**config.mk**
```make
export PLATFORM = sky130hd
export DESIGN_NAME = bsg_two_fifo_width_p3
export DESIGN_NICKNAME = d
export VERILOG_FILES = /design/src/rtl/bsg_two_fifo_width_p3.sv
export SDC_FILE = /design/constraint.sdc
export NUM_CORES = 1
export LEC_CHECK = 0
export CORE_AREA = 2 2 39 41
export DETAILED_ROUTE_END_ITERATION = 7
export DIE_AREA = 0 0 41 43
export SYNTH_ARGS = -nofsm -noshare
export SYNTH_HDL_FRONTEND = slang
export SYNTH_SLANG_ARGS = --single-unit
```
**constraint.sdc**
```tcl
create_clock -name clk_i -period 4 [get_ports clk_i]
set_input_delay 0.6 -clock clk_i [delete_from_list [all_inputs] [get_ports clk_i]]
set_output_delay 0.6 -clock clk_i [all_outputs]
set_load 0.1 [all_outputs]
```
**src/rtl/bsg_two_fifo_width_p3.sv**
```systemverilog
// Two-entry valid/ready -> valid/yumi FIFO for a 3-bit control field.
// Define BSG_TWO_FIFO_BYPASS_EN to let an empty FIFO present data_i combinationally.
module bsg_two_fifo_width_p3 #(
  parameter int width_p = 3
) (
  input  logic               clk_i,
  input  logic               reset_i,
  input  logic               v_i,
  input  logic [width_p-1:0] data_i,
  output logic               ready_o,
  input  logic               yumi_i,
  output logic               v_o,
  output logic [width_p-1:0] data_o
);

  logic [width_p-1:0] mem_r [2];
  logic               rptr_r, wptr_r;
  logic               empty_r, full_r;
  logic               rptr_n_s, wptr_n_s;
  logic               empty_n_s, full_n_s;
  logic               enq_s, deq_s, bypass_s;

  assign ready_o = ~full_r;

  // Event decode; a yumi against an empty FIFO is ignored so state stays intact.
  always_comb begin
    enq_s    = v_i & ~full_r;
    deq_s    = yumi_i & ~empty_r;
`ifdef BSG_TWO_FIFO_BYPASS_EN
    bypass_s = empty_r & v_i & yumi_i;
`else
    bypass_s = 1'b0;
`endif
    if (bypass_s) begin
      enq_s = 1'b0;
    end else begin
      enq_s = enq_s;
    end
  end

  // Next pointer and occupancy flags.
  always_comb begin
    rptr_n_s  = rptr_r;
    wptr_n_s  = wptr_r;
    empty_n_s = empty_r;
    full_n_s  = full_r;
    if (reset_i) begin
      rptr_n_s  = 1'b0;
      wptr_n_s  = 1'b0;
      empty_n_s = 1'b1;
      full_n_s  = 1'b0;
    end else begin
      if (enq_s) begin
        wptr_n_s = ~wptr_r;
      end else begin
        wptr_n_s = wptr_r;
      end
      if (deq_s) begin
        rptr_n_s = ~rptr_r;
      end else begin
        rptr_n_s = rptr_r;
      end
      if (enq_s & ~deq_s) begin
        empty_n_s = 1'b0;
        full_n_s  = ~empty_r;
      end else if (deq_s & ~enq_s) begin
        full_n_s  = 1'b0;
        empty_n_s = ~full_r;
      end else begin
        empty_n_s = empty_r;
        full_n_s  = full_r;
      end
    end
  end

  // Control state register.
  always_ff @(posedge clk_i) begin
    rptr_r  <= rptr_n_s;
    wptr_r  <= wptr_n_s;
    empty_r <= empty_n_s;
    full_r  <= full_n_s;
  end

  // Storage is write-enabled only; its contents need no reset because flags gate visibility.
  always_ff @(posedge clk_i) begin
    if (enq_s) begin
      mem_r[wptr_r] <= data_i;
    end
  end

  // Head presentation.
  always_comb begin
    v_o    = ~empty_r;
    data_o = mem_r[rptr_r];
`ifdef BSG_TWO_FIFO_BYPASS_EN
    if (empty_r & v_i) begin
      v_o    = 1'b1;
      data_o = data_i;
    end else begin
      v_o    = ~empty_r;
      data_o = mem_r[rptr_r];
    end
`endif
  end

endmodule
```
==> impl_metrics.env <==
export IMPL_period_needed_ns=2.529
export IMPL_num_fill_cells=130
export IMPL_relSlewSlack_pct=35.72
export IMPL_clk_pin_slew_ns=0.06
export IMPL_synth_adder_area_share_pct=2.762
export IMPL_synth_compound_area_share_pct=3.867
export IMPL_clockBufferDepth=2
export IMPL_grt_setup_unrepaired="false"
export IMPL_ir_drop_uv=222.4
export IMPL_wire_per_inst_um=10.38
export IMPL_area_growth_pct=34.53
export IMPL_met3_length_um=28
export IMPL_dpl_worst_slack_ns=1.736
export IMPL_synthCells=33
export IMPL_drt_wl_total_um=664
export IMPL_startpoint_type="flop"
export IMPL_overflow=0
export IMPL_met2_length_um=387
export IMPL_cellPowerDensity_nw_per_um2=456.6
export IMPL_ys_warn_count=0
export IMPL_tightestPinTransition_ns=0.9612
export IMPL_chipHeight_um=43
export IMPL_hold_viol=0
export IMPL_critical_path_class="flop to output pin"
export IMPL_antenna_found_initial=0
export IMPL_grt_usage_pct=9.796
export IMPL_seq_area_frac_synth_pct=61.88
export IMPL_top_layer="met3"
export IMPL_post_route_drc_count=0
export IMPL_ys_ff_latch=11
export IMPL_gp_congestion=0.6091
export IMPL_worstHoldStart="full_r$_SDFFE_PP0P_"
export IMPL_cpMaxStageDelayCell="clkdlybuf4s50_1"
export IMPL_drive_gt1_share_pct=22.92
export IMPL_drtPass1Iterations=2
export IMPL_die_w_um=41
export IMPL_port_buffers=11
export IMPL_cp_max_fo=3
export IMPL_ctsHoldBuffers=0
export IMPL_hold_path_endpoint="full_r$_SDFFE_PP0P_"
export IMPL_drt_iter0_markers=2
export IMPL_synth_top_family_by_area="simple AND/OR/NAND/NOR gates"
export IMPL_htreeDepth=1
export IMPL_path_cells="mux2_2, clkdlybuf4s50_1"
export IMPL_maxCapViolCount=0
export IMPL_fin_tns_setup_ns=0
export IMPL_die_area_um2=1763
export IMPL_hold_depth=2
export IMPL_arrival_ns=1.93
export IMPL_syn_area_um2=452.9
export IMPL_grt_max_degree=7
export IMPL_p_leak_nw=0.2337
export IMPL_synthXorXnorAreaFrac_pct=0
export IMPL_setup_viol=0
export IMPL_ff2ff_path_depth=4
export IMPL_power_w=0.0002782
export IMPL_root_buffer="clkbuf_4"
export IMPL_wl_met1_um=248
export IMPL_rows=14
export IMPL_synthMuxAreaShare_pct=14.92
export IMPL_drtAntennaViolNets=0
export IMPL_vias_per_cell=4.500
export IMPL_placed_area_um2=583.1
export IMPL_avgSynthCellArea_um2=13.73
export IMPL_cts_tree="yes"
export IMPL_timing_rr_start="full_r$_SDFFE_PP0P_"
export IMPL_fin_nets=57
export IMPL_io_pins=12
export IMPL_status="finished, final reports clean"
export IMPL_fin_crit_sh_pct=63.23
export IMPL_cts_num_sinks=11
export IMPL_fin_area_um2=609.3
export IMPL_crit_path_end_kind="output pin"
export IMPL_critPathMaxStageDelay_ns=0.96
export IMPL_r2r_end="full_r$_SDFFE_PP0P_"
export IMPL_max_freq_ghz=0.3954
export IMPL_clkLatencyLatePin_ns=0.25
export IMPL_critical_path_required_ns=3.40
export IMPL_yosysUniqueCellTypes=14
export IMPL_synthSimpleGateAreaFrac_pct=14.92
export IMPL_vias=288
export IMPL_start_util_pct=32.73
export IMPL_syn_nets=41
export IMPL_cts_buffers=3
export IMPL_worst_slack_ns=1.471
export IMPL_post_cts_resized=0
export IMPL_finalClockSkew_ns=0.001251
export IMPL_core_area_um2=1384
export IMPL_hold_path_class="flop to flop"
export IMPL_post_cts_buffers=0
export IMPL_n_antenna_cell=0
export IMPL_r2r_slack_ns=2.54
export IMPL_grt_pass1_vias=279
export IMPL_slew_violations=0
export IMPL_postLayoutCoreUtil_pct=44.03
export IMPL_grt_pass1_wl_mm=1.083
==> flip-flops by register name (all words and copies together) (netlist names), named ones only <==
signal   count
empty_r      1
full_r       1
mem_r        6
rptr_r       1
wptr_r       1
==> report_power, final <==
part | total [W] | leakage (nW) | internal, W | switching (W)
logic | 0.0000757 | 0.121 | 0.0000257 | 0.0000500
clock network | 0.0000696 | 0.0150 | 0.0000384 | 0.0000312
registers | 0.000133 | 0.0973 | 0.000128 | 0.00000468
==> cell type report <==
class | instances | area [um^2] | area share [%]
timing repair buffer | 11 | 110.1 | 18.07
sequential | 11 | 280.3 | 46.00
clock buffer | 4 | 26.28 | 4.312
inverter | 2 | 7.507 | 1.232
multi-input combinational | 20 | 165.2 | 27.10
tap | 16 | 20.02 | 3.285
==> Yosys cell counts <==
library cell  number  area, um^2
inv_1              2       7.510
nor2b_1            3       18.77
mux2_2             6       67.56
nor2b_2            1       8.760
nor2_1             2       7.510
nand2_1            1       3.750
dfxtp_1            5       100.1
ha_1               1       12.51
edfxtp_1           6       180.2
or3b_1             1       8.760
and2_1             1       6.260
a21oi_1            2       10.01
nand2b_4           1       13.76
o31ai_1            1       7.510
==> worst max-delay path by stage <==
stage	from	endpoint	slack, ns	cells past startpoint
floorplan	v_i	full_r$_SDFFE_PP0P_	2.37	4
global placement	flop	data_o[0]	1.76	2
detailed placement	flop	data_o[0]	1.74	2
CTS	flop	data_o[0]	1.45	2
global route	flop	data_o[1]	1.41	2
finish	flop	data_o[0]	1.47	2
==> placed cells by master (no fill, tap or decap), drive strengths merged <==
master         instances
inv                    2
dfxtp                  5
mux2                   6
ha                     1
or3b                   1
a21oi                  2
clkdlybuf4s50         11
and2                   1
nand2b                 1
edfxtp                 6
clkbuf                 4
o31ai                  1
nand2                  1
nor2b                  4
nor2                   2
==> kinds of logic (layout without fill, tap and decap cells) <==
logic type,count (synthesis),in the layout
compound gates,3,3
fa+ha+maj,1,1
buf+inv,2,17
flops,11,11
mux,6,6
simple gates,10,10
==> critical path: cells and delay by family (launching register included) <==
| kind | cells | cell delay (ns) |
|---|---|---|
| buffers and inverters | 1 | 0.96 |
| DFF | 1 | 0.37 |
| muxes | 1 | 0.34 |
==> metal layers <==
metal | up-vias | track usage (%)
met5 | - | 0
met4 | 0 | 6.000
met3 | 0 | 3.141
met2 | 5 | 16.56
met1 | 135 | 9.492
li1 | 148 | -
==> per-stage QoR <==
step	hold WS, ns	instances
final	0.5304	64
after global routing	0.5651	64
after CTS	0.5320	64
after detailed placement	0.5217	60
after global placement	0.4809	60
after floorplan	0.4621	33
Power figures use the tool's default switching activity.
